===== config.mk =====
export PLATFORM = sky130hd
export DESIGN_NAME = q_tile_ring_buffer
export DESIGN_NICKNAME = d
export VERILOG_FILES = /design/src/rtl/q_tile_ring_buffer.sv
export SDC_FILE = /design/constraint.sdc
export NUM_CORES = 1
export LEC_CHECK = 0
export BUFFER_PORTS_ARGS = -buffer_cell sky130_fd_sc_hd__clkbuf_2
export CAP_MARGIN = 20
export CORE_UTILIZATION = 46
export DETAILED_ROUTE_END_ITERATION = 8
export PLACE_DENSITY = 0.73
export SYNTH_ARGS = -nofsm -noshare
export SYNTH_HDL_FRONTEND = slang
export SYNTH_SLANG_ARGS = --single-unit

===== constraint.sdc =====
create_clock -name clk -period 2.15 [get_ports clk]
set_clock_uncertainty 0.2 [all_clocks]
set_input_delay 0.3225 -clock clk [delete_from_list [all_inputs] [get_ports clk]]
set_output_delay 0.3225 -clock clk [all_outputs]
set_load 0.02 [all_outputs]

===== src/rtl/q_tile_ring_buffer.sv =====
// Q-tile ring buffer: a small ring of banks, each holding one tile of Q vectors
// (one slot per PE). A loader fills banks in order. A compute engine consumes
// the tiles in the same order and presents the oldest full tile to the PE array.

`ifndef NUM_PES
`define NUM_PES 4
`endif
`ifndef MAX_EMBEDDING_DIM
`define MAX_EMBEDDING_DIM 2
`endif
`ifndef INTEGER_WIDTH
`define INTEGER_WIDTH 8
`endif

module q_tile_ring_buffer #(
  parameter int NUM_PES   = `NUM_PES,
  parameter int Q_WIDTH   = `MAX_EMBEDDING_DIM * `INTEGER_WIDTH,
  parameter int NUM_BANKS = 3,
  localparam int BID_W    = ($clog2(NUM_BANKS) < 1) ? 1 : $clog2(NUM_BANKS),
  localparam int CNT_W    = $clog2(NUM_PES + 1),
  localparam int PEND_W   = $clog2(NUM_BANKS + 1)
) (
  input  logic                       clk,
  input  logic                       rst,
  input  logic                       load_valid,
  input  logic [Q_WIDTH-1:0]         load_data,
  input  logic                       load_last,
  output logic                       load_ready,
  input  logic                       compute_start,
  input  logic                       compute_done,
  input  logic                       flush,
  output logic                       tile_ready,
  output logic                       compute_active,
  output logic [BID_W-1:0]           active_bank_id,
  output logic [CNT_W-1:0]           active_count,
  output logic [NUM_PES-1:0]         pe_valid_mask,
  output logic [NUM_PES*Q_WIDTH-1:0] q_to_pes,
  output logic [PEND_W-1:0]          tiles_pending
);

  localparam int IDX_W = ($clog2(NUM_PES) < 1) ? 1 : $clog2(NUM_PES);

  typedef enum logic [1:0] {
    BANK_EMPTY,
    BANK_FILLING,
    BANK_FULL,
    BANK_ACTIVE
  } bank_state_e;

  bank_state_e      bankState_q [NUM_BANKS];
  bank_state_e      bankState_d [NUM_BANKS];
  logic [CNT_W-1:0] bankCount_q [NUM_BANKS];
  logic [CNT_W-1:0] bankCount_d [NUM_BANKS];
  logic [BID_W-1:0] fp_q, fp_d;
  logic [BID_W-1:0] rp_q, rp_d;
  logic [IDX_W-1:0] wrIdx_q, wrIdx_d;
  logic             active_q, active_d;

  // Vector storage carries no reset; only the control state decides what is valid.
  logic [Q_WIDTH-1:0] slotData_q [NUM_BANKS][NUM_PES];

  logic loadFire;
  logic tileClose;

  function automatic logic [BID_W-1:0] nextBank(input logic [BID_W-1:0] idx);
    if (idx == BID_W'(NUM_BANKS - 1)) begin
      nextBank = '0;
    end else begin
      nextBank = idx + BID_W'(1);
    end
  endfunction

  // load_ready is derived from registered state only, so acceptance never
  // depends combinationally on any input.
  assign load_ready = (bankState_q[fp_q] == BANK_EMPTY) ||
                      (bankState_q[fp_q] == BANK_FILLING);
  assign loadFire   = load_valid && load_ready;
  assign tileClose  = loadFire && ((wrIdx_q == IDX_W'(NUM_PES - 1)) || load_last);

  // Control state register: banks, pointers and the active flag.
  always_ff @(posedge clk or posedge rst) begin
    if (rst) begin
      for (int b = 0; b < NUM_BANKS; b++) begin
        bankState_q[b] <= BANK_EMPTY;
        bankCount_q[b] <= '0;
      end
      fp_q     <= '0;
      rp_q     <= '0;
      wrIdx_q  <= '0;
      active_q <= 1'b0;
    end else begin
      for (int b = 0; b < NUM_BANKS; b++) begin
        bankState_q[b] <= bankState_d[b];
        bankCount_q[b] <= bankCount_d[b];
      end
      fp_q     <= fp_d;
      rp_q     <= rp_d;
      wrIdx_q  <= wrIdx_d;
      active_q <= active_d;
    end
  end

  // Next-state logic: flush dominates; otherwise the loader works on bank[fp] and
  // the compute side on bank[rp]. Those are always different banks when both act.
  always_comb begin
    for (int b = 0; b < NUM_BANKS; b++) begin
      bankState_d[b] = bankState_q[b];
      bankCount_d[b] = bankCount_q[b];
    end
    fp_d     = fp_q;
    rp_d     = rp_q;
    wrIdx_d  = wrIdx_q;
    active_d = active_q;

    if (flush) begin
      for (int b = 0; b < NUM_BANKS; b++) begin
        bankState_d[b] = BANK_EMPTY;
      end
      fp_d     = '0;
      rp_d     = '0;
      wrIdx_d  = '0;
      active_d = 1'b0;
    end else begin
      if (loadFire) begin
        if (tileClose) begin
          bankState_d[fp_q] = BANK_FULL;
          bankCount_d[fp_q] = CNT_W'(wrIdx_q) + CNT_W'(1);
          wrIdx_d           = '0;
          fp_d              = nextBank(fp_q);
        end else begin
          bankState_d[fp_q] = BANK_FILLING;
          wrIdx_d           = wrIdx_q + IDX_W'(1);
        end
      end

      // A done in the same cycle as a start wins; the start is simply dropped.
      if (compute_done && active_q) begin
        bankState_d[rp_q] = BANK_EMPTY;
        rp_d              = nextBank(rp_q);
        active_d          = 1'b0;
      end else if (compute_start && tile_ready && !active_q) begin
        bankState_d[rp_q] = BANK_ACTIVE;
        active_d          = 1'b1;
      end
    end
  end

  // Vector storage write: one slot per accepted beat, dropped when flushing.
  always_ff @(posedge clk) begin
    if (loadFire && !flush) begin
      slotData_q[fp_q][wrIdx_q] <= load_data;
    end
  end

  // Output decode: tile status, pending count and the gated PE data lanes.
  always_comb begin
    tile_ready     = (bankState_q[rp_q] == BANK_FULL);
    compute_active = active_q;
    active_bank_id = active_q ? rp_q : '0;
    active_count   = active_q ? bankCount_q[rp_q] : '0;
    pe_valid_mask  = '0;
    q_to_pes       = '0;
    tiles_pending  = '0;
    for (int b = 0; b < NUM_BANKS; b++) begin
      if (bankState_q[b] == BANK_FULL) begin
        tiles_pending = tiles_pending + PEND_W'(1);
      end
    end
    for (int i = 0; i < NUM_PES; i++) begin
      if (active_q && (CNT_W'(i) < bankCount_q[rp_q])) begin
        pe_valid_mask[i]               = 1'b1;
        q_to_pes[i*Q_WIDTH +: Q_WIDTH] = slotData_q[rp_q][i];
      end
    end
  end

endmodule


==> impl_results.md, run 1 <==
- Main combinational cell family by area after synthesis: simple AND/OR/NAND/NOR gates
- Port-buffer cells: 100
- Cell variety after synth: 43
- Crit path launch type: register
- PwrDens: 722.6 mW/mm²
- Clock sinks: 214
- Core ar.: 0.01883 mm²
- DR vias/cell: 5.560
- Post-route antenna net violation count: 0
- Post-route cell area: 0.01239 mm²
- Antenna Cells: 0
- Seq pwr share: 0.520
- I/O pin count: 101
- Drt first-iter violations: 513
- Layout cells sized above 1: 0.3830
- Slew @ Worst Pin: 524.1 ps
- Final nets: 838
- Clock Latency Late Sink: 500 ps
- Mux share of post-synthesis cell area: 0.08901
- Antenna violations before repair: 0
- Achievable Freq: 363.3 MHz
- Synth Area in XOR/XNOR: 0.0009874
- Grt total ovfl: 0
- Register area share after synthesis: 0.7121
- Row Count: 50
- Synth Area in Compound Gates: 0.06376
- DP HPWL: 13350 µm
- Met2 GRT Util: 0.3915
- DIE WIDTH: 140.9 µm
- Global route hottest layer: met2
- Die H: 140.9 µm
- H-tree depth: 1
- Via count: 6033
- Setup Viol. Count Final: 74
- Initial core utilization: 0.4710
- RSZ-0062 raised after global routing: true
- Clock network power share: 0.407
- P_leak: 0.004449 µW
- Largest net degree at the start of global routing: 51
- Clock-pin slew on the worst setup and hold paths: 60 ps
- Final core occ: 0.6580
- Synthesized area: 0.008870 mm²
- Clock Path Buffers: 3
- DRC: 0
- Placed instance area: 0.01001 mm²
- Sw frac: 0.2252
- Post-route setup TNS: -39230 ps
- CP endpoint kind: primary output
- Routed wire length: 23740 µm
- M1 GR Usage: 0.2808
- Total power: 8953 µW
- Clock Root Buffer: clkbuf_16
- GPL Wtd Cong: 0.7987
- CP Data Required Time: 1630 ps
- Yosys reg bits: 214
- Fillers: 1224
- Top FF cell, synth: edfxtp_1
- WL/cell: 21.88 µm
- Syn avg cell area: 13.97 µm²
- Global-route wire length before repair: 33430 µm
- Vias in the first global route: 6043
- Mapped Cells: 635
- Pint: 6937 µW
- Synth async-reset ratio: 0.1028
- CP Class: reg -> out
- Logic gate share of total power: 0.073
- Syn_nets: 664
- Drt first pass iters: 5
- Crit-path max FO: 8
- Fin worst setup slack: -602.9 ps
- CTS tree: built
- Worst Path Arrival: 2230 ps
- Sw power: 2016 µW
- Total track usage: 0.2213
- Slew Limit Headroom: 0.6502
- Synth Warn #: 0
- M3 GR Usage: 0.03295
- Outcome: finished with violations
- Post-Synth Simple-Gate Area: 0.09818
- Max cap viols: 0
- Number of synthesized flops with an enable pin: 192
- Fin crit share: 1.280
- Final hold viol count: 0
- Final slew viol count: 0
- Area Growth Syn to Fin: 39.69%
- Synth Area in Adders: 0.008464
- CTS Buf Count: 23
- Max rail drop VDD: 550.6 µV
- Worst Hold Class: in -> reg
- Die area: 0.01984 mm²
- Failing checks: setup timing
- Final min period: 2753 ps
sequential cells by signal (all words and copies together) (netlist names):
signal,flops
wrIdx_q,2
compute_active,1
bankCount_q,9
bankState_q,6
slotData_q,192
rp_q,2
fp_q,2
synth_stat cells, types with 3 or more instances:
| cell type | number | area share |
|---|---|---|
| dfrtp_1 | 22 | 0.062 |
| and2_1 | 9 | 0.0063 |
| buf_6 | 5 | 0.0063 |
| nor2_1 | 135 | 0.057 |
| mux2i_1 | 71 | 0.080 |
| and3_1 | 9 | 0.0063 |
| nand3_1 | 4 | 0.0023 |
| nand2_1 | 13 | 0.0055 |
| a21oi_1 | 68 | 0.038 |
| edfxtp_1 | 192 | 0.65 |
| mux2_2 | 7 | 0.0089 |
| nor2b_1 | 6 | 0.0042 |
| a31oi_1 | 5 | 0.0035 |
| buf_2 | 12 | 0.0068 |
| inv_1 | 14 | 0.0059 |
| o21ai_0 | 3 | 0.0017 |
| ha_1 | 6 | 0.0085 |
| a311oi_1 | 3 | 0.0030 |
| nand2b_1 | 5 | 0.0035 |
| clkbuf_1 | 16 | 0.0068 |
routing by layer:
layer	part of all wire	vias up	wire length, µm
met5	0	-	0
met4	0.024	0	578
met3	0.063	50	1484
met2	0.53	279	12470
met1	0.39	3043	9205
li1	-	2661	-
stage by stage:
step | hold WS, ps | std cells | setup slack (ps)
after floorplan | 111.7 | 635 | -8.463
after global placement | 156.7 | 1012 | -131.5
after detailed placement | 163.0 | 1012 | -168.0
after CTS | 3.996 | 1082 | -548.2
after global routing | 9.487 | 1085 | -672.9
final | 9.814 | 1085 | -602.9
placed cells by master (no fill, tap or decap), drive strengths merged, types with 3 or more instances in the layout:
cell type / synthesis / final
clkinvlp: 0 / 3
buf: 19 / 135
dfrtp: 22 / 22
nand2b: 5 / 5
clkinv: 0 / 11
inv: 14 / 14
a311oi: 3 / 3
and2: 9 / 9
nand3: 4 / 4
nor2: 135 / 135
a21oi: 68 / 68
nor2b: 6 / 6
nand2: 14 / 14
a31oi: 5 / 5
dlygate4sd3: 0 / 16
ha: 6 / 6
clkbuf: 16 / 60
edfxtp: 192 / 192
o21ai: 5 / 5
nor3: 3 / 3
mux2: 7 / 7
mux2i: 71 / 71
and3: 9 / 9
cell families after synthesis:
family          after synthesis
compound gates               93
xor+xnor                      1
fa+ha+maj                     6
buf+inv                      49
flops                       214
mux                          78
simple gates                194
critical path, stage by stage, from the launching register on:
cell and delay [ps]:
dfrtp_4 510, mux2i_4 300, nand2b_1 150, a32oi_4 350, buf_12 220, nor2_4 50, buf_8 130
final timing paths:
| kind | slack (ps) | start | end | cells past startpoint |
|---|---|---|---|---|
| min | 10 | load_data[1] | slotData_q[1][1]$_DFFE_PP_ | 1 |
| max reg2reg | 60 | fp_q[0]$_DFFE_PP0P_ | slotData_q[2][31]$_DFFE_PP_ | 3 |
| min reg2reg | 320 | bankCount_q[4]$_DFFE_PP0P_ | bankCount_q[4]$_DFFE_PP0P_ | 1 |
| min in group asynchronous | 180 | rst | bankState_q[3]$_DFF_PP0_ | 3 |
| max in group asynchronous | 1030 | rst | bankCount_q[1]$_DFFE_PP0P_ | 4 |
| max | -600 | rp_q[1]$_DFFE_PP0N_ | q_to_pes[36] | 6 |
what timing repair did:
item	CTS	global route
hold endpoints to repair	145	0
gates cloned	1	2
setup endpoints to repair	74	77
hold buffers	16	0
gates resized for setup	216	194
pin swaps	20	38
setup buffers	12	2
final cells by class:
cell class	count	area, µm²	share of cell area
flip-flops and latches	214	6324	0.5104
multi-input cells	372	2925	0.2361
repair buffers	184	2057	0.1660
clock buffers	27	620.6	0.05009
well taps	260	325.3	0.02625
clock inverters	14	73.82	0.005958
inverters	14	65.06	0.005251
power by group through the flow:
| stage | registers [µW] | logic (µW) | clock network (µW) |
|---|---|---|---|
| CTS | 4650 | 562 | 3630 |
| floorplan | 4720 | 272 | 0 |
| detailed placement | 4730 | 465 | 0 |
| finish | 4660 | 649 | 3640 |
| global route | 4660 | 689 | 3830 |
| global placement | 4730 | 443 | 0 |
No activity file was read; power rests on OpenSTA's default activity.
==> run 2, diff against run 1 <==
--- a/config.mk
+++ b/config.mk
@@ -5,6 +5,7 @@
 export SDC_FILE = /design/constraint.sdc
 export NUM_CORES = 1
 export LEC_CHECK = 0
+export ABC_AREA = 1
 export BUFFER_PORTS_ARGS = -buffer_cell sky130_fd_sc_hd__clkbuf_2
 export CAP_MARGIN = 20
 export CORE_UTILIZATION = 46
==> run 2 against run 1 <==
The run ends with DRC, setup timing left. Total power increased by 3.8%. Area after synthesis fell by 3.7%. Sequential cell count is the same. Via count rose by 3.5%. Global-route usage is 0.61 points higher. Non-clock buffer count rose by 26. Critical path depth rose by 3. Setup slack better by 48 ps. Sequential share of layout area shrank 0.34 points. Cell count grew 3.9%. Utilization grew 3.1 points. First-iteration DRC count grew 8.4%.
==> impl_results.md, run 2 <==
- Logic gate share of total power: 0.081 (was 0.073)
- Slew @ Worst Pin: 385.8 ps (was 524.1 ps)
- Achievable Freq: 369.7 MHz (was 363.3 MHz)
- Via count: 6246 (was 6033)
- CP Data Required Time: 1630 ps (about the same)
- Largest net degree at the start of global routing: 44 (was 51)
- Number of synthesized flops with an enable pin: 192 (unchanged)
- Register area share after synthesis: 0.7394 (was 0.7121)
- Synth async-reset ratio: 0.1028 (unchanged)
- DR vias/cell: 5.542 (was 5.560)
- Global-route wire length before repair: 32690 µm (was 33430 µm)
- CP endpoint kind: primary output (unchanged)
- Pint: 7223 µW (was 6937 µW)
- Fin worst setup slack: -555.2 ps (was -602.9 ps)
- Row Count: 49 (was 50)
- Placed instance area: 0.01003 mm² (was 0.01001 mm²)
- Crit path launch type: register (unchanged)
- Vias in the first global route: 5876 (was 6043)
- Area Growth Syn to Fin: 45.91% (was 39.69%)
- Clock Latency Late Sink: 500 ps (about the same)
- Fin crit share: 1.258 (was 1.280)
- Grt total ovfl: 0 (unchanged)
- Drt first pass iters: 8 (was 5)
- DRC: 16 (was 0)
- Post-route cell area: 0.01246 mm² (was 0.01239 mm²)
- Antenna violations before repair: 0 (unchanged)
- Antenna Cells: 0 (unchanged)
- Top FF cell, synth: edfxtp_1 (unchanged)
- Worst Hold Class: in -> reg (unchanged)
- DIE WIDTH: 138.3 µm (was 140.9 µm)
- RSZ-0062 raised after global routing: true (unchanged)
- Layout cells sized above 1: 0.4154 (was 0.3830)
- Crit-path max FO: 6 (was 8)
- P_leak: 0.004861 µW (was 0.004449 µW)
- Largest registers: slotData_q: 192 flops, bankCount_q: 9 flops, bankState_q: 6 flops (unchanged)
- Slew Limit Headroom: 0.7428 (was 0.6502)
- Clock sinks: 214 (unchanged)
- Failing checks: DRC, setup timing (was setup timing)
- GPL Wtd Cong: 0.9203 (was 0.7987)
- PwrDens: 746.0 mW/mm² (was 722.6 mW/mm²)
- Non-filler instance count after layout: 1127 (was 1085)
- H-tree depth: 1 (unchanged)
- Yosys top cell area share: 0.6750 (was 0.6500)
- Seq pwr share: 0.500 (was 0.520)
- Routed wire length: 23910 µm (was 23740 µm)
- CP Class: reg -> out (unchanged)
- Final min period: 2705 ps (was 2753 ps)
- Port-buffer cells: 100 (unchanged)
- Most flops, register: slotData_q (unchanged)
- Clock Root Buffer: clkbuf_16 (unchanged)
- Syn avg cell area: 12.64 µm² (was 13.97 µm²)
- Final hold viol count: 0 (unchanged)
- Die H: 138.3 µm (was 140.9 µm)
- Outcome: finished with violations (unchanged)
- Max rail drop VDD: 715.9 µV (was 550.6 µV)
- Total power: 9297 µW (was 8953 µW)
- Syn_nets: 705 (was 664)
- Yosys reg bits: 214 (unchanged)
- Synth Warn #: 0 (unchanged)
- Initial core utilization: 0.4723 (was 0.4710)
- Cells after DPL: 1039 (was 1012)
- Final slew viol count: 0 (unchanged)
- Sw power: 2073 µW (was 2016 µW)
- Commonest non-fill, non-tap cell in the layout: edfxtp_1 (unchanged)
- Final nets: 911 (was 838)
- Total track usage: 0.2275 (was 0.2213)
- Clock-pin slew on the worst setup and hold paths: 70 ps (was 60 ps)
- Worst Path Arrival: 2180 ps (was 2230 ps)
- Most frequent cell after synthesis: edfxtp_1 (unchanged)
- Sw frac: 0.2230 (was 0.2252)
- Drt first-iter violations: 556 (was 513)
- Synth top cells by count: edfxtp_1, nand2_1, a21oi_1 (was edfxtp_1, nor2_1, mux2i_1)
- Synthesized area: 0.008542 mm² (was 0.008870 mm²)
- Fillers: 1133 (was 1224)
- Cell variety after synth: 30 (was 43)
- Mapped Cells: 676 (was 635)
- Synth area leaders: edfxtp_1, nand2_1, dfrtp_1 (was edfxtp_1, mux2i_1, dfrtp_1)
- Clock network power share: 0.419 (was 0.407)
- DP HPWL: 12210 µm (was 13350 µm)
- Post-route antenna net violation count: 0 (unchanged)
- Core ar.: 0.01809 mm² (was 0.01883 mm²)
- I/O pin count: 101 (unchanged)
- Number of flip-flops in the largest register: 192 (unchanged)
- CTS tree: built (unchanged)
- Most frequent cells in the layout: edfxtp_1, nand2_1, buf_4 (was edfxtp_1, nor2_1, mux2i_1)
- Synth area leader: edfxtp_1 (unchanged)
- Setup Viol. Count Final: 183 (was 74)
- Hold_ws: 48.35 ps (was 9.814 ps)
- Clock Path Buffers: 3 (unchanged)
- Die area: 0.01912 mm² (was 0.01984 mm²)
- WL/cell: 21.21 µm (was 21.88 µm)
- CTS Buf Count: 22 (was 23)
- Max cap viols: 0 (unchanged)
==> run 2: cell types whose count changed after synthesis, moves of 11 or more <==
cell,change
inv_2,+13
a22oi_1,+15
nand4_1,+11
nor2_2,+13
nand3_1,+21
a22o_1,+17
a21oi_1,-30
mux2i_1,-71
o21ai_0,+13
nand2_1,+172
a31oi_1,+11
inv_1,+20
nor2_1,-102
==> run 2: final timing paths <==
check	start	end	slack [ps]	depth (start not counted)
worst max register to register	fp_q[0]$_DFFE_PP0P_	slotData_q[1][46]$_DFFE_PP_	-120	12
max in group asynchronous	rst	rp_q[0]$_DFFE_PP0N_	1300	4
worst min-delay path	load_data[10]	slotData_q[1][26]$_DFFE_PP_	50	1
min in group asynchronous	rst	bankState_q[5]$_DFF_PP0_	190	4
worst min register to register	bankCount_q[0]$_DFFE_PP0P_	bankCount_q[0]$_DFFE_PP0P_	320	2
worst max-delay path	rp_q[1]$_DFFE_PP0N_	q_to_pes[51]	-560	9
==> run 2: routing by layer <==
| layer | GRT usage | share of wire |
|---|---|---|
| met1 | 0.2917 | 0.38 |
| met2 | 0.3929 | 0.50 |
| met5 | 0 | 0 |
| met3 | 0.02840 | 0.065 |
| met4 | 0.09698 | 0.054 |
==> run 2: through the flow <==
| stage | setup WS, ps | TNS, ps | utilization |
|---|---|---|---|
| 3_5_place_dp | -150.5 | -5337 | 0.5547 |
| 5_1_grt | -608.0 | -52140 | 0.6891 |
| 3_3_place_gp | -49.37 | -1497 | 0.5547 |
| 4_1_cts | -486.8 | -30790 | 0.6495 |
| 2_1_floorplan | -82.70 | -6205 | - |
| 6_report | -555.2 | -38520 | 0.6891 |
==> run 2: worst max-delay path, cell delays in order (launching register included) <==
cell and delay, ps:
dfrtp_2 470, nor2_4 220, nand2_2 80, nand3_2 100, nand2_4 80, buf_12 160
buf_6 130, a31oi_1 170, buf_4 170, buf_8 110
==> run 2: cell families after synthesis <==
family                     Yosys count  synth area share
buffers and inverters               78           0.03926
and+or+nand+nor                    273            0.1358
AOI/OAI and AO/OA                  104           0.07573
xor gates and xnor gates             1          0.001026
DFF                                214            0.7394
adders and majority gates            6          0.008788
==> run 2: final cells by class <==
| cell class | instances | area [µm²] | share of cell area |
|---|---|---|---|
| tap | 229 | 286.5 | 0.02299 |
| clock buffer | 28 | 624.3 | 0.05010 |
| sequential | 214 | 6319 | 0.5070 |
| multi-input combinational | 384 | 2596 | 0.2083 |
| inverter | 50 | 205.2 | 0.01646 |
| clock inverter | 12 | 123.9 | 0.009939 |
| timing repair buffer | 210 | 2308 | 0.1852 |
==> run 2: power groups by stage <==
stage	registers (µW)	clock network (µW)	logic, µW
after floorplan	4720	0	277
after detailed placement	4730	0	530
after CTS	4640	3890	641
after global placement	4720	0	521
after global routing	4660	4080	795
final	4650	3900	750
==> run 2: repair_timing <==
item | in CTS | in global routing
gates resized for setup | 149 | 155
gates cloned | 3 | 6
endpoints found under the hold margin | 26 | 0
hold buffers | 4 | 0
endpoints found under the setup margin | 191 | 222
pin swaps | 15 | 22
setup buffers | 24 | 16
==> run 3, diff against run 2 <==
--- a/config.mk
+++ b/config.mk
@@ -11,6 +11,7 @@
 export CORE_UTILIZATION = 46
 export DETAILED_ROUTE_END_ITERATION = 8
 export PLACE_DENSITY = 0.73
+export REMOVE_ABC_BUFFERS = 1
 export SYNTH_ARGS = -nofsm -noshare
 export SYNTH_HDL_FRONTEND = slang
 export SYNTH_SLANG_ARGS = --single-unit
==> constraint.sdc (replaced) <==
create_clock -name clk -period 2.15 [get_ports clk]
set_clock_uncertainty 0.2 [all_clocks]
set_input_delay 0.3225 -clock clk [delete_from_list [all_inputs] [get_ports clk]]
set_output_delay 0.3225 -clock clk [all_outputs]
set_load 0.01 [all_outputs]
==> run 3 against run 2 <==
The flow still finishes with violations (DRC, setup timing). Clock power up 4%. Worst hold slack worse by 44 ps. Via count down 3.3%. Wire length down 9.9%. Global-route usage down 1.1 points. Utilization down 4.7 points. Highest routed layer unchanged.
==> impl_results.md, run 3 (synthesis gave the netlist of run 2 again) <==
- Outcome: finished with violations (unchanged)
- Failing checks: DRC, setup timing (unchanged)
- Min-Delay Startpoint: load_data[10] (unchanged)
- Worst Path Arrival: 2170 ps (was 2180 ps)
- Clock sinks: 214 (unchanged)
- Largest stage delay, worst path: 440 ps (was 470 ps)
- Worst reg-to-reg setup slack: -230 ps (was -120 ps)
- Worst path bufs/invs: 4 (unchanged)
- Reg2reg end: compute_active$_DFFE_PP0P_ (was slotData_q[1][46]$_DFFE_PP_)
- Crit path launch type: register (unchanged)
- P_leak: 0.004641 µW (was 0.004861 µW)
- Final min period: 2694 ps (was 2705 ps)
- Met2 GRT Util: 0.3829 (was 0.3929)
- Die H: 138.3 µm (unchanged)
- Die area: 0.01912 mm² (unchanged)
- Clock network power share: 0.434 (was 0.419)
- Critical path's top delay family: buffers and inverters (unchanged)
- Total track usage: 0.2164 (was 0.2275)
- Final hold viol count: 0 (unchanged)
- Min-Delay Endpoint: slotData_q[2][42]$_DFFE_PP_ (was slotData_q[1][26]$_DFFE_PP_)
- Pint: 7343 µW (was 7223 µW)
- Slew Limit Headroom: 0.7442 (was 0.7428)
- Worst path most repeated cell: nand2_2
- Achievable Freq: 371.2 MHz (was 369.7 MHz)
- WL/cell: 19.39 µm (was 21.21 µm)
- Antenna Cells: 0 (unchanged)
- FF-to-FF path depth: 15 (was 12)
- Routed wire length: 21540 µm (was 23910 µm)
- Row Count: 49 (unchanged)
- CTS tree: built (unchanged)
- Clock Root Buffer: clkbuf_16 (unchanged)
- I/O pin count: 101 (unchanged)
- Max rail drop VDD: 542.1 µV (was 715.9 µV)
- Port-buffer cells: 100 (unchanged)
- Sw frac: 0.2123 (was 0.2230)
- Seq pwr share: 0.499 (was 0.500)
- CP endpoint kind: primary output (unchanged)
- Initial core utilization: 0.4723 (unchanged)
- GPL Wtd Cong: 0.9060 (was 0.9203)
- Most flops, register: slotData_q (unchanged)
- Crit-path max FO: 6 (unchanged)
- Hold Path Depth: 1 (unchanged)
- Drt first-iter violations: 664 (was 556)
- Multi-input logic area: 0.002375 mm² (was 0.002596 mm²)
- H-tree depth: 1 (unchanged)
- Final core occ: 0.6419 (was 0.6891)
- CP Data Required Time: 1630 ps (about the same)
- Total power: 9322 µW (was 9297 µW)
- Vias in the first global route: 5684 (was 5876)
- Worst Hold Class: in -> reg (unchanged)
- Register Area: 0.006320 mm² (was 0.006319 mm²)
- Global route hottest layer: met2 (unchanged)
- Via count: 6043 (was 6246)
- Antenna violations before repair: 0 (unchanged)
- CTS Buf Count: 22 (unchanged)
- Reg-to-Reg Start: rp_q[0]$_DFFE_PP0N_ (was fp_q[0]$_DFFE_PP0P_)
- Fin worst setup slack: -544.1 ps (was -555.2 ps)
- Area Growth Syn to Fin: 35.90% (was 45.91%)
- Global-route wire length before repair: 31430 µm (was 32690 µm)
- Setup Viol. Count Final: 73 (was 183)
- RSZ-0062 raised after global routing: true (unchanged)
- DIE WIDTH: 138.3 µm (unchanged)
- Post-route antenna net violation count: 0 (unchanged)
- Core ar.: 0.01809 mm² (unchanged)
- Most frequent cells in the layout: edfxtp_1, nand2_1, clkbuf_2 (was edfxtp_1, nand2_1, buf_4)
- Clock-pin slew on the worst setup and hold paths: 60 ps (was 70 ps)
- Number of flip-flops in the largest register: 192 (unchanged)
- Max cap viols: 0 (unchanged)
- M3 GR Usage: 0.02598 (was 0.02840)
- Layout cells sized above 1: 0.3787 (was 0.4154)
- Clock Latency Late Sink: 510 ps (was 500 ps)
- Sw power: 1979 µW (was 2073 µW)
- M1 GR Usage: 0.2794 (was 0.2917)
- Fin crit share: 1.253 (was 1.258)
- Largest registers: slotData_q: 192 flops, bankCount_q: 9 flops, bankState_q: 6 flops (unchanged)
- CP max stage cell: dfrtp_2 (unchanged)
- PwrDens: 803.0 mW/mm² (was 746.0 mW/mm²)
- DRC: 14 (was 16)
- Fillers: 1199 (was 1133)
- DR vias/cell: 5.439 (was 5.542)
- Final slew viol count: 0 (unchanged)
- DP HPWL: 11920 µm (was 12210 µm)
- CP Class: reg -> out (unchanged)
- Logic gate share of total power: 0.067 (was 0.081)
- Grt total ovfl: 0 (unchanged)
- Drt first pass iters: 8 (unchanged)
- Critical Path, Cell by Cell: inv_2 -> nor2_4 -> nand2_2 -> nand3_2 -> nand2_2 -> inv_4 -> nor2_8 -> buf_12 -> a21oi_1 -> clkbuf_2 (was nor2_4 -> nand2_2 -> nand3_2 -> nand2_4 -> buf_12 -> buf_6 -> a31oi_1 -> buf_4 -> buf_8)
- Clock Path Buffers: 3 (unchanged)
- Largest net degree at the start of global routing: 35 (was 44)
- Final nets: 895 (was 911)
- Commonest non-fill, non-tap cell in the layout: edfxtp_1 (unchanged)
- Slew @ Worst Pin: 383.7 ps (was 385.8 ps)
## run 3: changes by cell type in the layout (fill, tap and decap cells not counted), sizes merged
cell,previous run,this run
buf,155,110
nand2,188,190
clkinvlp,1,2
dlygate4sd3,4,13
bufinv,2,5
clkinv,7,9
clkbuf,78,93
bufbuf,1,0
inv,52,50
## run 3: power by group through the flow
stage          sequential [µW]  combinational, µW  clock (µW)
6_report                  4650                627        4050
5_1_grt                   4650                676        4220
2_1_floorplan             4730                227           0
4_1_cts                   4640                557        4070
3_3_place_gp              4730                447           0
3_5_place_dp              4730                454           0
## run 3: final cells by class
cell class / instances / area share
Multi-Input combinational cell: 386 / 0.2046
Clock inverter: 16 / 0.01886
Inverter: 50 / 0.01725
Clock buffer: 24 / 0.04807
Tap cell: 229 / 0.02468
Timing Repair Buffer: 192 / 0.1422
Sequential cell: 214 / 0.5444
## run 3: metrics by stage
stage	hold slack [ps]	setup TNS, ps	worst slack [ps]	cell area, µm²	instances
6_report	4.293	-31150	-544.1	11610	1111
5_1_grt	15.31	-41440	-602.0	11610	1111
4_1_cts	0.8200	-28630	-452.0	11120	1098
3_5_place_dp	170.8	-58.45	-26.75	9749	1028
3_3_place_gp	165.3	-10.27	-10.27	9749	1028
2_1_floorplan	111.7	-186790	-1827	8398	648
## run 3: metal layers
metal	vias up	routed length, µm
li1	2758	-
met1	2986	8462
met2	265	11260
met3	34	1397
met4	0	421
met5	-	0
## run 3: how the worst max path moves through the flow
stage | start | endpoint | depth (start not counted)
global route | rp_q[0]$_DFFE_PP0N_ | q_to_pes[25] | 11
floorplan | rp_q[1]$_DFFE_PP0N_ | q_to_pes[0] | 9
finish | rp_q[0]$_DFFE_PP0N_ | q_to_pes[19] | 10
global placement | rp_q[0]$_DFFE_PP0N_ | q_to_pes[26] | 5
detailed placement | rp_q[0]$_DFFE_PP0N_ | q_to_pes[26] | 5
CTS | rp_q[1]$_DFFE_PP0N_ | q_to_pes[45] | 10
## run 3: timing repair
action                                  in CTS  in global routing
pin swaps                                   18                 15
hold endpoints to repair                    93                  4
buffers inserted                            15                 12
cloned                                       4                  2
gates resized for setup                     67                112
hold buffers                                12                  1
endpoints found under the setup margin      89                253
## run 3: worst reg2reg max path: stages, from the launching register on
cell,delay (ps)
dfrtp_2,460
nor2_4,190
buf_4,150
buf_12,110
buf_6,110
nand2_1,60
nand3_2,70
nand2_2,60
buf_4,130
buf_4,120
buf_4,120
buf_4,130
buf_4,120
buf_4,120
nor2_2,70
o21a_1,110
